<file path="config.mk">
export PLATFORM = sky130hd
export DESIGN_NAME = uart_rx_frame_ctrl
export DESIGN_NICKNAME = d
export VERILOG_FILES = /design/src/rtl/uart_rx_frame_ctrl.sv
export SDC_FILE = /design/constraint.sdc
export NUM_CORES = 1
export LEC_CHECK = 0
export BUFFER_PORTS_ARGS = -buffer_cell sky130_fd_sc_hd__buf_2
export CORE_ASPECT_RATIO = 0.7
export CORE_MARGIN = 2
export CORE_UTILIZATION = 25
export DETAILED_ROUTE_END_ITERATION = 16
export PLACE_DENSITY_LB_ADDON = 0.2
export SYNTH_ARGS = -nofsm -noshare
export SYNTH_HDL_FRONTEND = slang
export SYNTH_SLANG_ARGS = --single-unit
export TNS_END_PERCENT = 20
</file>
<file path="constraint.sdc">
create_clock -name clk -period 3.15 [get_ports clk]
set_clock_uncertainty 0.2 [all_clocks]
set_input_delay 0.1575 -clock clk [delete_from_list [all_inputs] [get_ports clk]]
set_output_delay 0.1575 -clock clk [all_outputs]
set_load 0.02 [all_outputs]
</file>
<file path="src/rtl/uart_rx_frame_ctrl.sv">
// Frame-level controller after the byte UART receiver: parses SYNC/ADDR/LEN/payload/CHK,
// buffers the payload and drains it to a register-bank write port once the checksum matches.
// Optional frame statistics counters are enabled with `define UART_RX_FRAME_STATS_EN.
module uart_rx_frame_ctrl #(
    parameter int         CLK_FRE    = 50,
    parameter logic [7:0] SYNC_BYTE  = 8'hA5,
    parameter int         MAX_LEN    = 16,
    parameter int         TIMEOUT_US = 1000,
    parameter int         ADDR_W     = 8
) (
    input  logic              clk,
    input  logic              rst,
    input  logic [7:0]        rx_data,
    input  logic              rx_data_valid,
    output logic              rx_data_ready,
    output logic              wr_en,
    input  logic              wr_ready,
    output logic [ADDR_W-1:0] wr_addr,
    output logic [7:0]        wr_data,
    output logic              frame_done,
    output logic              frame_err,
    output logic [1:0]        err_code,
    output logic              busy
`ifdef UART_RX_FRAME_STATS_EN
    ,
    output logic [15:0]       frame_ok_cnt,
    output logic [15:0]       frame_err_cnt
`endif
);

    localparam int TIMEOUT_CYC = CLK_FRE * TIMEOUT_US;
    localparam int TO_W        = (TIMEOUT_CYC > 1) ? $clog2(TIMEOUT_CYC) : 1;
    localparam int IDX_W       = $clog2(MAX_LEN + 1);
    localparam int BUF_AW      = (MAX_LEN > 1) ? $clog2(MAX_LEN) : 1;

    typedef enum logic [2:0] {
        S_IDLE,
        S_ADDR,
        S_LEN,
        S_PAYLOAD,
        S_CHK,
        S_DRAIN
    } state_t;

    state_t            state;
    state_t            state_nx;
    logic [ADDR_W-1:0] base_addr;
    logic [IDX_W-1:0]  len;
    logic [IDX_W-1:0]  idx;
    logic [IDX_W-1:0]  k;
    logic [7:0]        sum;
    logic [7:0]        chk_sum;
    logic [TO_W-1:0]   gap;
    logic [7:0]        pay_buf [MAX_LEN];

    logic       accept;
    logic       in_frame;
    logic       timed_out;
    logic       wr_fire;
    logic       last_wr;
    logic       set_done;
    logic       set_err;
    logic [1:0] err_nx;

    assign accept    = rx_data_valid && rx_data_ready;
    assign in_frame  = state inside {S_ADDR, S_LEN, S_PAYLOAD, S_CHK};
    assign timed_out = in_frame && (gap == TO_W'(TIMEOUT_CYC - 1));
    assign wr_fire   = (state == S_DRAIN) && wr_ready;
    assign last_wr   = wr_fire && (k == len - 1'b1);
    assign chk_sum   = sum + rx_data;

    assign busy    = (state != S_IDLE);
    assign wr_en   = (state == S_DRAIN);
    assign wr_addr = wr_en ? base_addr + ADDR_W'(k) : '0;
    assign wr_data = wr_en ? pay_buf[k[BUF_AW-1:0]] : 8'h00;

    // Timeout outranks whatever byte arrives in the same cycle.
    always_comb begin
        state_nx = state;
        set_done = 1'b0;
        set_err  = 1'b0;
        err_nx   = err_code;
        if (timed_out) begin
            state_nx = S_IDLE;
            set_err  = 1'b1;
            err_nx   = 2'd3;
        end else begin
            case (state)
                S_IDLE: begin
                    if (accept && rx_data == SYNC_BYTE)
                        state_nx = S_ADDR;
                end
                S_ADDR: begin
                    if (accept)
                        state_nx = S_LEN;
                end
                S_LEN: begin
                    if (accept) begin
                        if (int'(rx_data) > MAX_LEN) begin
                            state_nx = S_IDLE;
                            set_err  = 1'b1;
                            err_nx   = 2'd2;
                        end else if (rx_data == 8'h00) begin
                            state_nx = S_CHK;
                        end else begin
                            state_nx = S_PAYLOAD;
                        end
                    end
                end
                S_PAYLOAD: begin
                    if (accept && idx == len - 1'b1)
                        state_nx = S_CHK;
                end
                S_CHK: begin
                    if (accept) begin
                        if (chk_sum != 8'h00) begin
                            state_nx = S_IDLE;
                            set_err  = 1'b1;
                            err_nx   = 2'd1;
                        end else if (len == '0) begin
                            state_nx = S_IDLE;
                            set_done = 1'b1;
                        end else begin
                            state_nx = S_DRAIN;
                        end
                    end
                end
                S_DRAIN: begin
                    if (last_wr) begin
                        state_nx = S_IDLE;
                        set_done = 1'b1;
                    end
                end
                default: state_nx = S_IDLE;
            endcase
        end
    end

    always_ff @(posedge clk) begin
        if (rst) begin
            state         <= S_IDLE;
            rx_data_ready <= 1'b0;
            frame_done    <= 1'b0;
            frame_err     <= 1'b0;
            err_code      <= 2'd0;
            base_addr     <= '0;
            len           <= '0;
            idx           <= '0;
            k             <= '0;
            sum           <= 8'h00;
            gap           <= '0;
        end else begin
            state         <= state_nx;
            rx_data_ready <= (state_nx != S_DRAIN);
            frame_done    <= set_done;
            frame_err     <= set_err;
            err_code      <= err_nx;

            if (!in_frame || accept || timed_out)
                gap <= '0;
            else
                gap <= gap + 1'b1;

            if (accept && !timed_out) begin
                case (state)
                    S_IDLE: begin
                        idx <= '0;
                        k   <= '0;
                    end
                    S_ADDR: begin
                        base_addr <= ADDR_W'(rx_data);
                        sum       <= rx_data;
                    end
                    S_LEN: begin
                        len <= IDX_W'(rx_data);
                        sum <= chk_sum;
                    end
                    S_PAYLOAD: begin
                        idx <= idx + 1'b1;
                        sum <= chk_sum;
                    end
                    default: ;
                endcase
            end

            if (wr_fire)
                k <= k + 1'b1;
        end
    end

    // Payload storage has no reset; a reset abandons its contents by returning to S_IDLE.
    always_ff @(posedge clk) begin
        if (!rst && accept && !timed_out && state == S_PAYLOAD)
            pay_buf[idx[BUF_AW-1:0]] <= rx_data;
    end

`ifdef UART_RX_FRAME_STATS_EN
    always_ff @(posedge clk) begin
        if (rst) begin
            frame_ok_cnt  <= 16'h0000;
            frame_err_cnt <= 16'h0000;
        end else begin
            if (frame_done && frame_ok_cnt != 16'hFFFF)
                frame_ok_cnt <= frame_ok_cnt + 16'h0001;
            if (frame_err && frame_err_cnt != 16'hFFFF)
                frame_err_cnt <= frame_err_cnt + 16'h0001;
        end
    end
`endif

endmodule

</file>
Word-level counts from Yosys, hierarchy flattened
Memories as Yosys holds them, arrays and structs flattened. A register that Yosys moved wholly into a read port is not among the register bits.
Cells that the tools add are included.

operators by class
  add/sub/neg operators = 6
  $mul = 0
  div/mod/pow operators = 0
  magnitude comparators = 1
  equal/unequal tests = 14
  shifts and indexed selects = 0
  mux-type cells = 40
  bitwise logic cells = 0
  reductions and logical operators = 35

operators with widths
  kind                                                 count
  2-to-1 mux 3 bit                                     11
  one-hot mux 3 bit (6 select lines)                   1
  adder 16 x 1 -> 16 bit, second input constant        1
  equality test 16 bit, second input constant          1
  2-to-1 mux 8 bit                                     2
  one-hot mux 8 bit (2 select lines)                   1
  2-to-1 mux 5 bit                                     3
  2-to-1 mux 1 bit                                     11
  adder 5 x 1 -> 5 bit, second input constant          2
  equality test 5 bit                                  2
  logical AND 1 bit                                    10
  2-to-1 mux 2 bit                                     5
  one-hot mux 5 bit (2 select lines)                   1
  AND reduction 2 bit                                  5
  inequality test 3 bit, second input constant         3
  adder 8 x 5 -> 8 bit                                 1
  adder 8 bit                                          1
  equality test 8 bit, second input constant           1
  > comparator 8 x 5 -> 1 bit, second input constant   1
  zero test 8 bit                                      1
  2-to-1 mux 4 bit                                     2
  nonzero test 2 bit                                   4
  nonzero test 8 bit                                   1
  equality test 3 x 2 -> 1 bit, second input constant  2
  other kinds (14)                                     23

word-level totals
  flip-flop bits (word level) = 55
  bits in latches = 0
  memory bits (writable) = 128
  memory bits (read-only) = 0
  output and inout bits = 23
  logic and storage cells = 108
  memories = 1

memory list
  memory   words  bits a word  read ports  clocked after Yosys merged registers in  wr ports  line  RTL
  pay_buf  16     8            1           1                                        1         54    logic [7:0] pay_buf [MAX_LEN];

Logic depth before layout (Yosys ltp)
Gate-level depths: netlist (run 1).

  depth in word-level cells = 9
  gate-level depth with buffers = 9

Least setup slack after synthesis (run 1)
No wires, ideal clock.

  kind = flip-flop to flip-flop
  start point = register sum[0]
  end point = register rx_data_ready
  library setup time = 0.138 ns
  arrival = 2.692 ns
  path slack = 0.120 ns
  stages on the path, launching flop included = 9
  path buffers = 0
  cell sequence = dfxtp_1 > ha_1 > fa_1 > or3b_1 > or4b_1 > a22o_1 > a2111oi_4 > a21o_1 > a41oi_1

on the way
  cells in the longest elaborated chain, start to end = 7

ends and longest elaborated chain
  what                                line  RTL
  start: declaration                  51    logic [7:0] sum;
  start signal: assignment            172   sum <= rx_data;
  start signal: assignment            176   sum <= chk_sum;
  start signal: assignment            180   sum <= chk_sum;
  adder 8 bit                         70    assign chk_sum = sum + rx_data;
  nonzero test 8 bit                  116   if (chk_sum != 8'h00) begin
  2-to-1 mux 3 bit                    116
  2-to-1 mux 3 bit                    115   if (accept) begin
  one-hot mux 3 bit (6 select lines)  88    case (state)
  2-to-1 mux 3 bit                    83    if (timed_out) begin
  inequality test 3 bit               154   rx_data_ready <= (state_nx != S_DRAIN);
  end signal: assignment              154
  end: declaration                    15    output logic rx_data_ready,

No other way between the ends.
A chain may end at the register's enable or synchronous reset.

Final worst setup path (run 1)
  start point = input rx_data[1]
  end point = register rx_data_ready

on the way
  cells in the longest elaborated chain, start to end = 7
  elaborated cells between the ends (all ways) = 15
  those cells by class = add/sub (1); order compare (1); eq/ne (2); mux (8); reduce/logical (3)

ends and longest elaborated chain
  what                                                           line      RTL
  start: declaration                                             13        input logic [7:0] rx_data,
  adder 8 bit / zero test 8 bit (equally long branches)          70, 103
  nonzero test 8 bit / 2-to-1 mux 3 bit (equally long branches)  116, 103
  2-to-1 mux 3 bit (on tied branches)                            116, 99
  2-to-1 mux 3 bit (on tied branches)                            115, 98
  one-hot mux 3 bit (6 select lines) (*)                         88
  2-to-1 mux 3 bit (*)                                           83
  inequality test 3 bit (*)                                      154

Mark *: on every way between the ends. The rest lies on a longest branch, timed or not.

==> summary.txt, run 1 <==
Route
  • Routed Antenna Nets: 0
  • Via/cell ratio: 4.65
  • Uppermost layer routed: met4
  • Routed wl met3: 1030 um
  • WL final: ~21,000 um
  • Total number of vias: approximately 5.3k
  • WL per Instance: 18.7 um
  • 1st-iter DRT viols: between 500 and 600
  • 1st-pass router iterations: 5
  • Metal-1 WL: about 11,000 um
  • Drt drc: 0
  • Routed met2 length: 8920 um

Yosys
  • Synthesized area: between 8000 and 9000 um2
  • Number of synthesized flops with an enable pin: 128
  • Seq/Total Area, Yosys: approximately three fifths
  • Post-synth top flop: edfxtp_1
  • Synth async-reset ratio: 0%
  • Mapped Avg Cell Area: ~14 um2
  • Flops & latches, synth: roughly 190
  • Post-synthesis net count: 655
  • Synth top area cells: edfxtp_1, dfxtp_1, mux4_2
  • Post-synth top area share: 45.7%
  • Synth Warn #: 0
  • Cell taking the most area after synthesis: edfxtp_1
  • Netlist cell types: 57
  • Post-synthesis cell count: 622

Critical path
  • CP Data Arrival Time: 3.26 ns
  • Startpoint Class: input port
  • Critical path class: input port to flip-flop
  • Reg-to-reg endpoint: rx_data_ready
  • Crit Reg-Reg Startpoint: sum[0]
  • Worst setup EP type: flip-flop
  • R2R depth: 9
  • Crit Path Max Fanout: 5
  • CP required: roughly 3.2 ns
  • Worst R2R Setup Slack: -0.02 ns

Clock tree
  • Clk root buf: clkbuf_16
  • Clock Sinks: 187
  • CTS tree: done
  • CTS Buffer Depth: 2
  • Worst-path clk slew: about 0.070 ns
  • H-tree Lvls: 4
  • Skew-Pair Late Insertion Delay: 0.44 ns
  • CTS Buf Count: 17

STA
  • Setup Viol. Count Final: 1
  • Fin crit share: 101%
  • Final setup TNS: -0.0248 ns
  • Tmin final: 3.17 ns
  • Slew @ Worst Pin: 0.845 ns
  • Slew Limit Fails: 0
  • Setup WS post-layout: -0.0248 ns
  • Unrepaired setup endpoints after global routing: true
  • Fmax: around 0.31 GHz
  • Hold Violations, Final: 0
  • Slew HR: between 40% and 50%

Power and ir drop
  • Psw: roughly 1.1 mW
  • Clock network power share: 43.3%
  • Seq pwr share: a little over half
  • VDD IR max: around 0.30 mV
  • Pint: 3.76 mW
  • Static Leak: 3.34 nW
  • Switch share: 22.2%
  • Comb pwr share: under 10%
  • Total Power: 4.83 mW
  • PD cells: 488 nW/um2

Hold path
  • Worst Hold Depth: 2
  • Hold Crit Start: rst
  • Worst min path class: input port to flip-flop
  • Hold worst-path end: base_addr[4]

GRT
  • Largest net degree at the start of global routing: 36
  • Initial antenna violation count: 1
  • Vias in the first global route: 5,301
  • Total Routing Usage GR: between 10% and 20%
  • Total gr overflow: 0
  • First-pass GRT wire length: 32,600 um

Floorplan
  • Row count: between 50 and 60
  • Core box area: around 33,000 um2
  • Chip width: 223 um
  • I/O pin cnt: 35
  • Height of the die: 157 um
  • Initial core utilization: 25.3%
  • DIE AREA: 35,100 um2

Placement
  • Post-DP HPWL: 14,600 um
  • Buffers on Ports: 34
  • GP Congestion: 0.816
  • Placed Instance Area: 9290 um2
  • Dpl cells: roughly 1.1k

Layout
  • Post-route cell area: 9890 um2
  • Final #Nets: 718
  • Most frequent cells in the layout: edfxtp_1, nor2_1, dfxtp_1, mux4_2
  • Layout cells sized above 1: 21.8%
  • N_diodes: 0
  • Most common cell after layout, fill and taps aside: edfxtp_1
  • Area Growth Syn to Fin: 17.7%
  • Fin cells: 1,133

Job
  • Maxcap violations: 0

Run status
  • Violated checks: setup timing
  • Outcome: complete, but fails checks
## power by group through the flow
stage | clock [mW] | combinational, mW | sequential, mW
3_5_place_dp | 0 | 0.118 | 2.67
4_1_cts | 2.14 | 0.121 | 2.62
2_1_floorplan | 0 | 0.0388 | 2.67
6_report | 2.09 | 0.120 | 2.62
5_1_grt | 2.25 | 0.132 | 2.62
3_3_place_gp | 0 | 0.116 | 2.67
## registers in the layout (all words and copies together), names as in the netlist, 2 cells and up, named ones only
signal,count
pay_buf,128
state,3
idx,5
sum,8
base_addr,8
gap,16
k,5
err_code,2
len,5
## how the worst max path moves through the flow
stage / start / slack [ns] / end / depth (start not counted)
final: rx_data[1] / -0.02 / rx_data_ready / 10
after detailed placement: rx_data[0] / -0.17 / rx_data_ready / 10
after floorplan: sum[0] / 0.12 / rx_data_ready / 8
after global placement: rx_data[0] / -0.14 / rx_data_ready / 10
after CTS: rx_data[1] / 0.004 / rx_data_ready / 10
after global routing: sum[0] / -0.11 / rx_data_ready / 9
## layout make-up
cell class                      instances  area [um2]
Sequential cell                       187        5030
Timing Repair Buffer                   73         480
Tap cell                              435         544
Multi-Input combinational cell        394        3230
Inverter                               12        45.0
Clock buffer                           17         425
Fill cell                            3328       23400
Clock inverter                         15         140
## critical path, stage by stage
cell and delay [ns]:
dlygate4sd3_1 0.54, buf_2 0.19, fa_1 0.51, or3b_1 0.36, or4b_1 0.48, a22o_1 0.22
a2111oi_4 0.35, buf_4 0.21, a21o_1 0.14, a41oi_1 0.11
## logic make-up after synthesis
| kind of cell | share of synthesized area [%] |
|---|---|
| multiplexers | 12.5 |
| XOR/XNOR | 4.39 |
| AND/OR/NAND/NOR | 12.0 |
| flip-flops | 59.8 |
| buffers and inverters | 1.92 |
| AO/OA/AOI/OAI | 6.12 |
| adder cells (fa/ha/maj) | 3.31 |
## stage by stage
step                      util [%]  hold WS (ns)  setup WS, ns
after floorplan                  -        0.0564         0.120
after global placement        27.9         0.236        -0.136
after detailed placement      27.9         0.253        -0.165
after CTS                     29.7        0.0512       0.00404
after global routing          29.7        0.0497        -0.107
final                         29.7        0.0665       -0.0248
## synthesized netlist by cell type (3+ instances only)
| master | n |
|---|---|
| or4b_2 | 3 |
| nand4_1 | 6 |
| and2_1 | 12 |
| nor2_1 | 88 |
| nand3_1 | 15 |
| mux2i_1 | 15 |
| nand2_1 | 36 |
| nor4_1 | 4 |
| nor3b_1 | 3 |
| a311oi_1 | 10 |
| dfxtp_1 | 59 |
| a21o_1 | 6 |
| a21oi_1 | 15 |
| nand2b_1 | 7 |
| buf_2 | 6 |
| buf_1 | 3 |
| o21ai_0 | 9 |
| a211oi_1 | 4 |
| xnor2_1 | 17 |
| mux4_2 | 40 |
| edfxtp_1 | 128 |
| o211ai_1 | 3 |
| ha_1 | 19 |
| nor3_1 | 14 |
| xor2_1 | 20 |
| clkbuf_1 | 20 |
| or2_2 | 3 |
| inv_1 | 12 |
| a41oi_1 | 4 |
| nor2b_1 | 4 |
## timing repair
action,in CTS,in global routing
buffers inserted,1,0
gates cloned,0,0
hold buffers,2,0
endpoints found under the hold margin,2,0
resized for setup,1,2
setup endpoints to repair,5,7
pin swaps,2,8
## routing by layer
layer  global-route usage [%]  vias up
li1                         -     2479
met1                     18.7     2652
met2                     18.3      118
met3                     3.29       14
met4                     3.20        0
met5                        0        -
(Power assumes the default switching activity.)
==> run 2: changes to the inputs <==
==> constraint.sdc (replaced) <==
create_clock -name clk -period 2.56 [get_ports clk]
set_clock_uncertainty 0.2 [all_clocks]
set_input_delay 0.128 -clock clk [delete_from_list [all_inputs] [get_ports clk]]
set_output_delay 0.128 -clock clk [all_outputs]
set_load 0.02 [all_outputs]
==> run 2 against run 1 <==
Compared with the run above: the flow still finishes with violations (setup timing); via count grew 3.4%; routed wire length grew 3.8%; critical path depth decreased by 1; combinational power is 32% higher; non-clock buffer count increased by 44; core utilization up 2.0 points; critical endpoint unchanged; largest power group unchanged.
==> summary.txt, run 2 (synthesis results as in run 1) <==
Run status
  • Outcome: complete, but fails checks
  • Violated checks: setup timing

STA
  • Setup WS post-layout: -0.519 ns
  • Unrepaired setup endpoints after global routing: true
  • Slew @ Worst Pin: 0.666 ns
  • Slew Limit Fails: 0
  • Setup Viol. Count Final: 15
  • Slew HR: approximately 56%
  • Tmin final: between 3 and 4 ns
  • Worst hold slack: ~0.052 ns
  • Final setup TNS: -4.50 ns
  • Fin crit share: 120%
  • Fmax: 0.325 GHz
  • Hold Violations, Final: 0

Route
  • 1st-iter DRT viols: 343
  • 1st-pass router iterations: 5
  • Total number of vias: 5,441
  • Via/cell ratio: 4.63
  • WL per Instance: 18.7 um
  • Drt drc: 0
  • Routed Antenna Nets: 0
  • WL final: 22,000 um

Critical path
  • Critical path class: flip-flop to flip-flop
  • Slowest CP cell: fa_1
  • CP Data Arrival Time: 3.18 ns
  • CP top delay family: simple AND/OR/NAND/NOR gates
  • Crit-path cells: ha_4 > fa_1 > or3b_1 > or4b_1 > a22o_1 > a2111oi_4 > buf_4 > a21o_1 > a41oi_1
  • CP required: 2.66 ns
  • Slowest stage delay, CP: around 0.48 ns
  • Startpoint Class: flip-flop
  • Worst path bufs/invs: 1
  • Worst setup EP type: flip-flop
  • Crit Path Max Fanout: 5

Layout
  • Final core occ: 31.8%
  • Final #Nets: 762
  • Most frequent cells in the layout: edfxtp_1, nor2_1, buf_4, dfxtp_1, mux4_2
  • Area Growth Syn to Fin: 25.8%
  • Fin cells: 1,176
  • N_diodes: 0
  • Max reg flops: 128
  • Post-route cell area: 10,600 um2
  • Most common cell after layout, fill and taps aside: edfxtp_1
  • Layout cells sized above 1: a little under a third

Job
  • Maxcap violations: 0

Power and ir drop
  • PD cells: 575 nW/um2
  • VDD IR max: 0.299 mV
  • Total Power: 6.08 mW
  • Static Leak: 3.63 nW

Floorplan
  • Chip width: 223 um
  • Initial core utilization: 25.3%
  • I/O pin cnt: 35
  • Core box area: about 33,000 um2
  • Height of the die: 157 um
  • Row count: 56
  • DIE AREA: 35,100 um2

GRT
  • Initial antenna violation count: 0
  • Largest net degree at the start of global routing: 35
  • Total gr overflow: 0
  • First-pass GRT wire length: around 34,000 um
  • Vias in the first global route: 5,672
  • Total Routing Usage GR: a little over an eighth

Clock tree
  • Clock Sinks: approximately 190
  • CTS Buf Count: 17
  • CTS Buffer Depth: 2
  • Clk root buf: clkbuf_16
  • CTS tree: done
  • H-tree Lvls: 4
  • Worst-path clk slew: 0.07 ns
  • Skew-Pair Late Insertion Delay: around 0.44 ns

Placement
  • Dpl cells: around 1.1k
  • GP Congestion: between 0.8 and 0.9
  • Worst slack, placed: -0.522 ns
  • Buffers on Ports: 34
  • Placed Instance Area: a little under 10,000 um2
  • Post-DP HPWL: 15,300 um

Hold path
  • Worst min path class: input port to flip-flop
run 2: cell type report:
| class | count | area [um2] |
|---|---|---|
| fill | 3283 | 22700 |
| clock inverter | 14 | 176 |
| multi-input combinational | 394 | 3370 |
| inverter | 12 | 48.8 |
| timing repair buffer | 117 | 971 |
| tap | 435 | 544 |
| clock buffer | 17 | 425 |
| sequential | 187 | 5040 |
run 2: tightest hold or removal path: stages:
cell and delay (ns):
buf_2 0.08, and2_1 0.21, a41oi_1 0.15, nor2_1 0.08
run 2: power by group:
group / switching, mW / total [mW] / internal [mW] / leakage (nW)
logic: 0.112 / 0.158 / 0.0463 / 1.71
clock network: 1.23 / 2.70 / 1.47 / 0.290
registers: 0.000587 / 3.22 / 3.22 / 1.63
total: 1.34 / 6.08 / 4.74 / 3.63
run 2: metal layers:
metal	up-vias	part of all wire [%]	GRT usage, %
li1	2569	-	-
met1	2753	49	18.6
met2	104	45	20.7
met3	15	5.0	2.99
met4	0	0.83	3.29
met5	-	0	0
run 2: final timing paths:
check             slack, ns  cells past startpoint          start             to
setup / recovery      -0.52                      9         sum[0]  rx_data_ready
hold / removal         0.05                      4  rx_data_valid     frame_done
setup reg to reg      -0.52                      9         sum[0]  rx_data_ready
hold reg to reg        0.28                      1         gap[0]         gap[0]
run 2: repair_timing:
action	in CTS	in global routing
setup endpoints to repair	105	101
endpoints found under the hold margin	1	0
cloned	2	0
setup buffers	5	1
pin swaps	9	8
hold buffers	1	0
gates resized for setup	53	10
